`config.mk`:
```
export PLATFORM = sky130hd
export DESIGN_NAME = ddr_capture_writer
export DESIGN_NICKNAME = d
export VERILOG_FILES = /design/src/rtl/ddr_capture_writer.sv
export SDC_FILE = /design/constraint.sdc
export NUM_CORES = 1
export LEC_CHECK = 0
export CAP_MARGIN = 30
export CORE_ASPECT_RATIO = 1.25
export CORE_MARGIN = 10
export CORE_UTILIZATION = 55
export DETAILED_ROUTE_END_ITERATION = 10
export MAX_ROUTING_LAYER = met4
export PLACE_DENSITY = 0.82
export SLEW_MARGIN = 20
export SYNTH_ARGS = -nofsm -noshare
export SYNTH_HDL_FRONTEND = slang
export SYNTH_SLANG_ARGS = --single-unit
```
`constraint.sdc`:
```
create_clock -name clk -period 7.7 [get_ports clk]
set_clock_uncertainty 0.1 [all_clocks]
set_input_delay 2.31 -clock clk [delete_from_list [all_inputs] [get_ports clk]]
set_output_delay 2.31 -clock clk [all_outputs]
set_load 0.02 [all_outputs]
```
`src/rtl/ddr_capture_writer.sv`:
```
// ddr_capture_writer
// Drains 64-bit words from the pre-DDR FIFO (read latency 1) into a local
// burst buffer and writes them to the DDR controller user port as
// fixed-length bursts at incrementing addresses that wrap at ADDR_LIMIT.
// capture_done flushes a zero-padded partial burst and pulses done_out.
// Optional statistics (stall_cycles, max_fill_wait) exist only when
// DDR_WRITER_STATS_EN is defined.
//
// Handshake: a command transfers on a cycle with ddr_cmd_valid & ddr_cmd_ready,
// a data beat on a cycle with ddr_wvalid & ddr_wready. Once valid is raised it
// and its payload (address, data, wlast) stay stable until that transfer cycle.
// fifo_rd is a single-cycle read strobe; its word appears on fifo_dout one
// cycle later.
module ddr_capture_writer #(
    parameter int                ADDR_W     = 30,
    parameter int                BURST_LEN  = 8,
    parameter logic [ADDR_W-1:0] START_ADDR = '0,
    parameter logic [63:0]       ADDR_LIMIT = 64'h0000_0000_4000_0000
) (
    input  logic              clk,
    input  logic              reset_n,
    input  logic              enabled,
    input  logic              capture_start,
    input  logic              capture_done,
    input  logic [63:0]       fifo_dout,
    input  logic              fifo_empty,
    output logic              fifo_rd,
    output logic              ddr_cmd_valid,
    input  logic              ddr_cmd_ready,
    output logic [ADDR_W-1:0] ddr_cmd_addr,
    output logic [63:0]       ddr_wdata,
    output logic              ddr_wvalid,
    input  logic              ddr_wready,
    output logic              ddr_wlast,
    output logic              busy,
    output logic              wrapped,
    output logic [31:0]       words_written,
    output logic              done_out,
    output logic [2:0]        fsm_state
`ifdef DDR_WRITER_STATS_EN
    ,
    output logic [31:0]       stall_cycles,
    output logic [15:0]       max_fill_wait
`endif
);

    localparam int               IDX_W       = $clog2(BURST_LEN);
    localparam int               CNT_W       = IDX_W + 1;
    localparam logic [CNT_W-1:0] FULL_CNT    = CNT_W'(BURST_LEN);
    localparam logic [IDX_W-1:0] LAST_BEAT   = IDX_W'(BURST_LEN - 1);
    localparam logic [63:0]      BURST_BYTES = 64'(BURST_LEN * 8);

    typedef enum logic [2:0] {
        IDLE   = 3'd0,
        FILL   = 3'd1,
        CMD    = 3'd2,
        DATA   = 3'd3,
        FINISH = 3'd4
    } state_t;

    state_t            state;
    state_t            state_next;

    logic [63:0]       burst_buf [BURST_LEN];
    logic [CNT_W-1:0]  rd_issued;
    logic [CNT_W-1:0]  cap_count;
    logic [CNT_W-1:0]  cap_next;
    logic [CNT_W-1:0]  real_count;
    logic [IDX_W-1:0]  beat;
    logic              rd_inflight;
    logic              done_pending;
    logic              start_pending;
    logic [ADDR_W-1:0] addr;
    logic [63:0]       addr_sum;

    logic              arm;
    logic              seal;
    logic              cmd_fire;
    logic              beat_fire;
    logic              last_fire;
    logic              drain_idle;
    logic              padded;

    assign cmd_fire   = ddr_cmd_valid & ddr_cmd_ready;
    assign beat_fire  = ddr_wvalid & ddr_wready;
    assign last_fire  = beat_fire & (beat == LAST_BEAT);
    assign cap_next   = cap_count + {{(CNT_W-1){1'b0}}, rd_inflight};
    assign drain_idle = done_pending & fifo_empty & ~rd_inflight;
    assign padded     = (real_count != FULL_CNT);
    assign addr_sum   = {{(64-ADDR_W){1'b0}}, addr} + BURST_BYTES;

    // State register.
    always_ff @(posedge clk or negedge reset_n) begin
        if (!reset_n) begin
            state <= IDLE;
        end else begin
            state <= state_next;
        end
    end

    // Next state, handshake strobes and the arm (new capture) / seal (burst
    // buffer closed) controls. A start in CMD/DATA only latches and is acted
    // on after wlast so the controller never sees a truncated burst.
    always_comb begin
        state_next    = state;
        fifo_rd       = 1'b0;
        ddr_cmd_valid = 1'b0;
        ddr_wvalid    = 1'b0;
        arm           = 1'b0;
        seal          = 1'b0;
        case (state)
            IDLE: begin
                if (capture_start) begin
                    state_next = FILL;
                    arm        = 1'b1;
                end
            end
            FILL: begin
                if (capture_start) begin
                    arm = 1'b1;
                end else begin
                    fifo_rd = ~fifo_empty & (rd_issued < FULL_CNT) & enabled;
                    if (cap_next == FULL_CNT) begin
                        state_next = CMD;
                        seal       = 1'b1;
                    end else if (drain_idle && (cap_count != '0)) begin
                        state_next = CMD;
                        seal       = 1'b1;
                    end else if (drain_idle) begin
                        state_next = FINISH;
                    end
                end
            end
            CMD: begin
                ddr_cmd_valid = 1'b1;
                if (ddr_cmd_ready) begin
                    state_next = DATA;
                end
            end
            DATA: begin
                ddr_wvalid = 1'b1;
                if (last_fire) begin
                    if (start_pending || capture_start) begin
                        state_next = FILL;
                        arm        = 1'b1;
                    end else if (padded || (done_pending && fifo_empty)) begin
                        state_next = FINISH;
                    end else begin
                        state_next = FILL;
                    end
                end
            end
            FINISH: begin
                state_next = IDLE;
            end
            default: begin
                state_next = IDLE;
            end
        endcase
        if (!enabled) begin
            state_next = IDLE;
            arm        = 1'b0;
            seal       = 1'b0;
        end
    end

    // Burst buffer fill, beat counter, address, and capture bookkeeping.
    always_ff @(posedge clk or negedge reset_n) begin
        if (!reset_n) begin
            for (int i = 0; i < BURST_LEN; i++) begin
                burst_buf[i] <= '0;
            end
            rd_issued     <= '0;
            cap_count     <= '0;
            real_count    <= '0;
            beat          <= '0;
            rd_inflight   <= 1'b0;
            done_pending  <= 1'b0;
            start_pending <= 1'b0;
            addr          <= START_ADDR;
            wrapped       <= 1'b0;
            words_written <= '0;
        end else begin
            rd_inflight <= fifo_rd;

            if (arm || seal || !enabled) begin
                rd_issued <= '0;
                cap_count <= '0;
            end else if (state == FILL) begin
                if (fifo_rd) begin
                    rd_issued <= rd_issued + CNT_W'(1);
                end
                if (rd_inflight) begin
                    cap_count <= cap_next;
                end
            end

            // A word returning while a restart is taken is simply not stored.
            if ((state == FILL) && rd_inflight && !capture_start && enabled) begin
                burst_buf[cap_count[IDX_W-1:0]] <= fifo_dout;
            end

            if (seal) begin
                real_count <= cap_next;
                beat       <= '0;
            end else if (beat_fire) begin
                beat <= beat + IDX_W'(1);
            end

            if (arm || !enabled) begin
                done_pending <= 1'b0;
            end else if (state == FINISH) begin
                done_pending <= 1'b0;
            end else if ((state != IDLE) && capture_done && !capture_start) begin
                done_pending <= 1'b1;
            end

            if (arm || !enabled) begin
                start_pending <= 1'b0;
            end else if (((state == CMD) || (state == DATA)) && capture_start) begin
                start_pending <= 1'b1;
            end

            if (arm) begin
                words_written <= '0;
            end else if (beat_fire && ({1'b0, beat} < real_count) && (words_written != '1)) begin
                words_written <= words_written + 32'd1;
            end

            if (arm) begin
                addr    <= START_ADDR;
                wrapped <= 1'b0;
            end else if (last_fire) begin
                if (addr_sum >= ADDR_LIMIT) begin
                    addr    <= START_ADDR;
                    wrapped <= 1'b1;
                end else begin
                    addr <= addr_sum[ADDR_W-1:0];
                end
            end
        end
    end

`ifdef DDR_WRITER_STATS_EN
    logic [15:0] fill_wait_cur;
    logic [15:0] fill_wait_inc;

    assign fill_wait_inc = (fill_wait_cur == 16'hFFFF) ? fill_wait_cur : fill_wait_cur + 16'd1;

    // Saturating stall and FIFO-starvation statistics, cleared by capture_start.
    always_ff @(posedge clk or negedge reset_n) begin
        if (!reset_n) begin
            stall_cycles  <= '0;
            max_fill_wait <= '0;
            fill_wait_cur <= '0;
        end else if (capture_start) begin
            stall_cycles  <= '0;
            max_fill_wait <= '0;
            fill_wait_cur <= '0;
        end else begin
            if (((ddr_wvalid && !ddr_wready) || (ddr_cmd_valid && !ddr_cmd_ready)) &&
                (stall_cycles != '1)) begin
                stall_cycles <= stall_cycles + 32'd1;
            end
            if ((state == FILL) && fifo_empty) begin
                fill_wait_cur <= fill_wait_inc;
                if (fill_wait_inc > max_fill_wait) begin
                    max_fill_wait <= fill_wait_inc;
                end
            end else begin
                fill_wait_cur <= '0;
            end
        end
    end
`endif

    assign ddr_cmd_addr = addr;
    assign ddr_wdata    = ((state == DATA) && ({1'b0, beat} < real_count)) ?
                          burst_buf[beat] : 64'h0;
    assign ddr_wlast    = (state == DATA) && (beat == LAST_BEAT);
    assign busy         = (state != IDLE);
    assign done_out     = (state == FINISH);
    assign fsm_state    = state;

endmodule

```
# Word-level counts from Yosys, hierarchy flattened
# Index checks and enable logic that the tools add are counted.
# classes
n_addsub,5
n_mul,0
n_div,0
magnitude_cmp,6
n_eq_ne,13
shifts,0
mux,53
n_bitwise,10
n_reduce_logical,38
# ops
operator,n
512-bit bitwise mux,1
64-bit 2-to-1 mux,4
64-bit binary-select mux with 3-bit select,1
64-bit demux with 3-bit select,1
30-bit 2-to-1 mux,3
32-bit 2-to-1 mux,2
3-bit 2-to-1 mux,12
32-bit by 1-bit adder with 32-bit output (second input constant),1
32-bit inequality test (second input constant),1
30-bit by 7-bit adder with 31-bit output (second input constant),1
31-bit >= comparator (second input constant),1
4-bit 2-to-1 mux,6
1-bit 2-to-1 mux,21
2-bit nonzero test,8
1-bit logical AND,13
3-bit inequality test (second input constant),4
3-bit case mux with 4 select lines,1
4-bit >= comparator (second input constant),2
3-bit NOT with 4-bit output,2
1-bit AND,6
3-bit by 2-bit equality test with 1-bit output (second input constant),2
3-bit equality test (second input constant),2
1-bit logical OR,6
2-bit AND reduction,3
18 further kinds,21
# totals
register_bits,596
latchBits,0
ramBits,0
rom_bits,0
input_bits,72
output_inout_bits,136
elab_cells,144
mem_count,0

# Depth between registers and ports, before layout
# Gate-level depths: netlist (run 1).
# logic_depth
ltp_word,12
ltp_mapped,9

# Worst setup path after synthesis (run 1)
# Ideal clock, no wire load.
# synth_timing
path_type,input to output
from,input port capture_start
to,output port fifo_rd
arrival_ns,3.200
required_time_ns,5.290
slack_ns,2.090
path_stages,2
cell_sequence,nand2b_1 nor4b_2
# synth_via
elab_chain_len,2
# synth_lines
element,line,rtl
"start, declared",23,"input logic capture_start,"
1-bit 2-to-1 mux,119,if (capture_start) begin
1-bit 2-to-1 mux,111,case (state)
"end, declared",27,"output logic fifo_rd,"
# No other way between the ends.

# Worst setup path after layout (run 1)
# Ends and elaborated chain as after synthesis.

==> results of run 1 <==
==> cells by family (layout without fill, tap and decap cells) <==
group / after synthesis / count (layout) / share of synthesized area
fa+ha+maj: 9 / 9 / 0.00412
compound gates: 109 / 109 / 0.0254
flops: 590 / 590 / 0.540
buf+inv: 137 / 348 / 0.0236
mux: 715 / 715 / 0.344
simple gates: 297 / 297 / 0.0551
other cells: 1 / 10 / 0.000137
xor+xnor: 23 / 23 / 0.00737
==> cell usage after synthesis (7+ instances only) <==
master and number:
buf_1 17, inv_1 17, nand2_1 46, or3_1 7, nor2_1 112, xor2_1 17
nor3_1 7, mux2i_1 70, o21ai_0 13, buf_2 12, nand4_1 21, ha_1 9
o31ai_1 22, buf_4 19, mux2_2 515, nor4_1 7, and4_1 7, clkbuf_1 65
mux4_2 128, or4_1 19, nand3_1 35, a21oi_1 44, dfrtp_1 590
==> sequential cells by signal, indices dropped and copies added (netlist names), 3 cells and up <==
register	count
rd_issued	4
ddr_cmd_addr	24
beat	3
burst_buf	512
words_written	32
real_count	4
cap_count	4
fsm_state	3
==> critical path, cell delays in order <==
cell,delay (ns)
clkdlybuf4s50_1,0.52
nand2b_1,0.28
nor4b_2,0.55
clkdlybuf4s50_1,0.77
==> layer usage <==
| metal | track usage | wire [µm] |
|---|---|---|
| met4 | 0.0692 | 1490 |
| met2 | 0.376 | 33300 |
| met5 | - | 0 |
| met3 | 0.0348 | 2670 |
| met1 | 0.268 | 26300 |
==> per-stage QoR <==
step	utilization	cell area (µm²)	instances	setup slack, ns
2_1_floorplan	-	27400	1886	2.09
3_3_place_gp	0.607	29900	2642	0.925
3_5_place_dp	0.608	30000	2646	0.877
4_1_cts	0.645	31800	2742	0.865
5_1_grt	0.647	31900	2752	0.753
6_report	0.647	31900	2752	0.851
==> power by group through the flow <==
stage	Combinational, µW	Clock, µW	Sequential (µW)
floorplan	229	0	3260
global placement	405	0	3270
detailed placement	421	0	3280
CTS	423	2800	3220
global route	461	2920	3230
finish	420	2740	3220
==> layout by cell type, fill, tap and decap left out, drive strengths merged, types with 9 or more instances in the layout <==
cell and count:
dfrtp 590, mux2 517, clkdlybuf4s50 200, mux4 128, nor2 113, clkbuf 85, mux2i 70, nand2 46
a21oi 44, nand3 35, buf 33, o31ai 22, nand4 21, or4 19, inv 19, xor2 17
o21ai 17, ha 9, clkinv 9
==> path summary, 6_finish.rpt <==
path / cells after the start / from / endpoint / slack [ns]
worst max register to register: 6 / fsm_state[0] / burst_buf[16] / 4.01
worst min register to register: 1 / burst_buf[102] / burst_buf[102] / 0.39
worst max-delay path: 4 / capture_start / fifo_rd / 0.85
min in group asynchronous: 1 / reset_n / words_written[8] / 1.55
worst min-delay path: 1 / burst_buf[102] / burst_buf[102] / 0.39
max in group asynchronous: 3 / reset_n / burst_buf[357] / 4.24
==> area by class of cell <==
| type | instances | area (µm²) |
|---|---|---|
| well taps | 651 | 815 |
| inverters | 18 | 67.6 |
| fillers | 3473 | 17400 |
| diodes | 4 | 10.0 |
| multi-input cells | 1159 | 12000 |
| clock inverters | 12 | 114 |
| repair buffers | 234 | 2420 |
| clock buffers | 84 | 1700 |
| flip-flops and latches | 590 | 14800 |
==> impl_metrics.tcl, run 1 <==
set metrics [dict create \
    run_status "finished clean" \
    drc_errors 0 \
    ys_warn_count 0 \
    cts_resized 0 \
    wl_per_cell_um 23.2 \
    dieWidth_um 219 \
    critPathKind "in2out" \
    grt_usage 0.222 \
    critPathLaunchType "input pin" \
    cp_max_fo 7 \
    firstDrtPassIters 6 \
    p_total_uw 6380 \
    slew_viol_final 0 \
    grt_pass1_wl_mm 102 \
    max_slew_margin 0.356 \
    worst_hold_slack_ns 0.385 \
    combPwrFrac 0.066 \
    ys_seq_area_frac 0.540 \
    synth_area_um2 27300 \
    synth_cells 1881 \
    p_int_uw 4960 \
    setup_viol 0 \
    layout_min_cycle_time_ns 6.85 \
    initial_core_util 0.554 \
    synth_ff_type "dfrtp_1" \
    final_layout_size_suffix_gt1_frac 0.373 \
    netlist.area_leader.share 0.540 \
    pwr-share-clk 0.429 \
    fmax_ghz 0.146 \
    required_ns 5.29 \
    numCtsBuffers 57 \
    clock-sinks 590 \
    arrival_ns 4.44 \
    worst_pin_slew_ns 0.958 \
    grt_max_degree 174 \
    rsz0062_at_grt "no" \
    peakVddDrop_mv 0.162 \
    io_pins 208 \
    pwr-share-seq 0.505 \
    die_y_um 269 \
    antenna_found_initial 4 \
    ctsRootBufferMaster "clkbuf_16" \
    clkLatencyLatePin_ns 0.62 \
    ys_types 59 \
    swShare 0.223 \
    cts_tree "done" \
    ant_nets 0 \
    yosys_register_bits 590 \
    post_drt_via_cell_ratio 6.08 \
    row_count 91 \
    path_clk_slew_ns 0.06 \
    hold_buffers 0 \
    area_growth_pct 16.7 \
    period_share 0.889 \
    synth_area_leaders "dfrtp_1 (54%), mux2_2 (21%), mux4_2 (11%), mux2i_1 (2.6%), nor2_1 (1.5%)" \
    avgSynthCellArea_um2 14.5 \
    dr_total_vias 16700 \
    dieArea_um2 59100 \
    overflow 0 \
    clockBufferDepth 3 \
    fin_setup_tns_ns 0 \
    synth_top_cell_by_area "dfrtp_1" \
    power.density_nw_per_um2 200 \
    post_cts_buffers 0 \
    maxCapViolations 0 \
    nNetsFinal 2141 \
    core_um2 49300 \
    dpl.hpwl_mm 38.1 \
    drt_iter0_drc 1224 \
    leakage_uw 0.0144 \
    finalHoldViolCount 0 \
    endpoint_kind "output port" \
    wl_mm 63.7 \
    p_switching_uw 1430 \
    routabilityCongestion 0.826 \
    grt_pass1_vias 18300 \
    h-tree-depth 2 \
    portBuffers 201 \
    hp-class "reg2reg" \
    ys_async_sr_fraction 1.00 \
    synth_edf_count 0 \
]
Power figures use the tool's default switching activity.
==> run 2: changes to the inputs <==
--- a/config.mk
+++ b/config.mk
@@ -5,7 +5,6 @@
 export SDC_FILE = /design/constraint.sdc
 export NUM_CORES = 1
 export LEC_CHECK = 0
-export CAP_MARGIN = 30
 export CORE_ASPECT_RATIO = 1.25
 export CORE_MARGIN = 10
 export CORE_UTILIZATION = 55
==> impl_metrics.tcl, run 2 (same netlist as run 1, synthesis figures left out) <==
set metrics [dict create \
    io_pins 208 \
    core_um2 49300 \
    dr_total_vias 16600 \
    critPathKind "in2out" \
    placedCellCount 2642 \
    row_count 91 \
    period_share 0.888 \
    largest_register_ffs 512 \
    die_y_um 269 \
    p_total_uw 6410 \
    numCtsBuffers 56 \
    ctsRootBufferMaster "clkbuf_16" \
    run_status "finished clean" \
    final_common_cell "dfrtp_1" \
    clockBufferDepth 3 \
    cp_slowest_cell "clkdlybuf4s50_1" \
    antenna_found_initial 5 \
    hp-class "reg2reg" \
    final_cells 2748 \
    dieArea_um2 59100 \
    grt_pass1_vias 18100 \
    post_drt_via_cell_ratio 6.05 \
    finalHoldViolCount 0 \
    min_from "burst_buf[102]" \
    firstDrtPassIters 6 \
    placed_cell_area_um2 29900 \
    layout_min_cycle_time_ns 6.84 \
    power.density_nw_per_um2 201 \
    cts_tree "done" \
    fin_setup_tns_ns 0 \
    hold_buffers 0 \
    area_growth_pct 16.6 \
    fmax_ghz 0.146 \
    nNetsFinal 2132 \
    final_core_util 0.646 \
    crit_path_frequent_cell "clkdlybuf4s50_1" \
    path_cells "clkdlybuf4s50_1 > nand2b_1 > nor4b_2 > clkdlybuf4s50_1" \
    setup_viol 0 \
    ant_nets 0 \
    crit_family "buffers and inverters" \
    drt_iter0_drc 1208 \
    initial_core_util 0.554 \
    dpl.hpwl_mm 37.9 \
    maxCapViolations 0 \
    clkLatencyLatePin_ns 0.59 \
    portBuffers 201 \
    wl_mm 63.1 \
    top_register "burst_buf" \
    grt_pass1_wl_mm 102 \
    max_slew_margin 0.292 \
    cp_max_fo 7 \
    wl_per_cell_um 23.0 \
    grt_usage 0.222 \
    post_cts_buffers 0 \
    peakVddDrop_mv 0.171 \
    most-common-layout-cells "dfrtp_1 (587), mux2_2 (515), clkdlybuf4s50_1 (200)" \
    leakage_uw 0.0143 \
    required_ns 5.29 \
    clock-sinks 590 \
    fin_area_um2 31900 \
    h-tree-depth 2 \
    final_layout_size_suffix_gt1_frac 0.375 \
    grt_max_degree 174 \
    rsz0062_at_grt "no" \
    arrival_ns 4.43 \
    endpoint_kind "output port" \
    overflow 0 \
    slew_viol_final 0 \
    cp_num_buf_inv 2 \
    dieWidth_um 219 \
    worst_pin_slew_ns 1.06 \
    cts_resized 0 \
    critPathLaunchType "input pin" \
    routabilityCongestion 0.826 \
    path_clk_slew_ns 0.06 \
    r2r-start "fsm_state[0]" \
    max_stage_delay_ns 0.76 \
    critPathLaunch "capture_start" \
    drc_errors 0 \
]
## run 2: final timing paths
kind | cells past startpoint | endpoint | slack [ns]
worst max-delay path | 4 | fifo_rd | 0.86
worst min-delay path | 1 | burst_buf[102] | 0.39
worst max register to register | 6 | burst_buf[411] | 4.00
worst min register to register | 1 | burst_buf[102] | 0.39
max in group asynchronous | 3 | burst_buf[97] | 4.27
min in group asynchronous | 1 | words_written[12] | 1.54
## run 2: cell type report
cell class	count	area [µm²]
clock buffer	84	1730
tap	651	815
antenna	5	12.5
timing repair buffer	226	2310
sequential	590	14800
clock inverter	15	131
inverter	18	67.6
fill	3511	17400
multi-input combinational	1159	12000
## run 2: worst register-to-register path, cell delays in order, from the launching register on
cell     delay [ns]
dfrtp_1        0.58
nor3b_4        0.41
nand2_1        0.18
nor3_1         0.70
nand2_4        0.79
buf_4          0.52
mux2_2         0.31
## run 2: power breakdown
| group | switching, µW | internal (µW) |
|---|---|---|
| Combinational | 215 | 203 |
| Clock | 1160 | 1610 |
| Sequential | 48.5 | 3170 |
## run 2: routing by layer
| metal | vias up | part of all wire | wire length [µm] | global-route usage |
|---|---|---|---|---|
| met5 | - | 0 | 0 | - |
| met4 | 0 | 0.023 | 1470 | 0.0654 |
| met3 | 95 | 0.042 | 2640 | 0.0334 |
| met2 | 329 | 0.52 | 32800 | 0.373 |
| met1 | 8868 | 0.42 | 26200 | 0.273 |
| li1 | 7331 | - | - | - |
## run 2: through the flow
| step | hold slack, ns | setup WS, ns |
|---|---|---|
| finish | 0.388 | 0.861 |
| floorplan | 0.352 | 2.09 |
| CTS | 0.395 | 0.839 |
| global route | 0.409 | 0.737 |
| global placement | 0.364 | 0.925 |
| detailed placement | 0.380 | 0.837 |
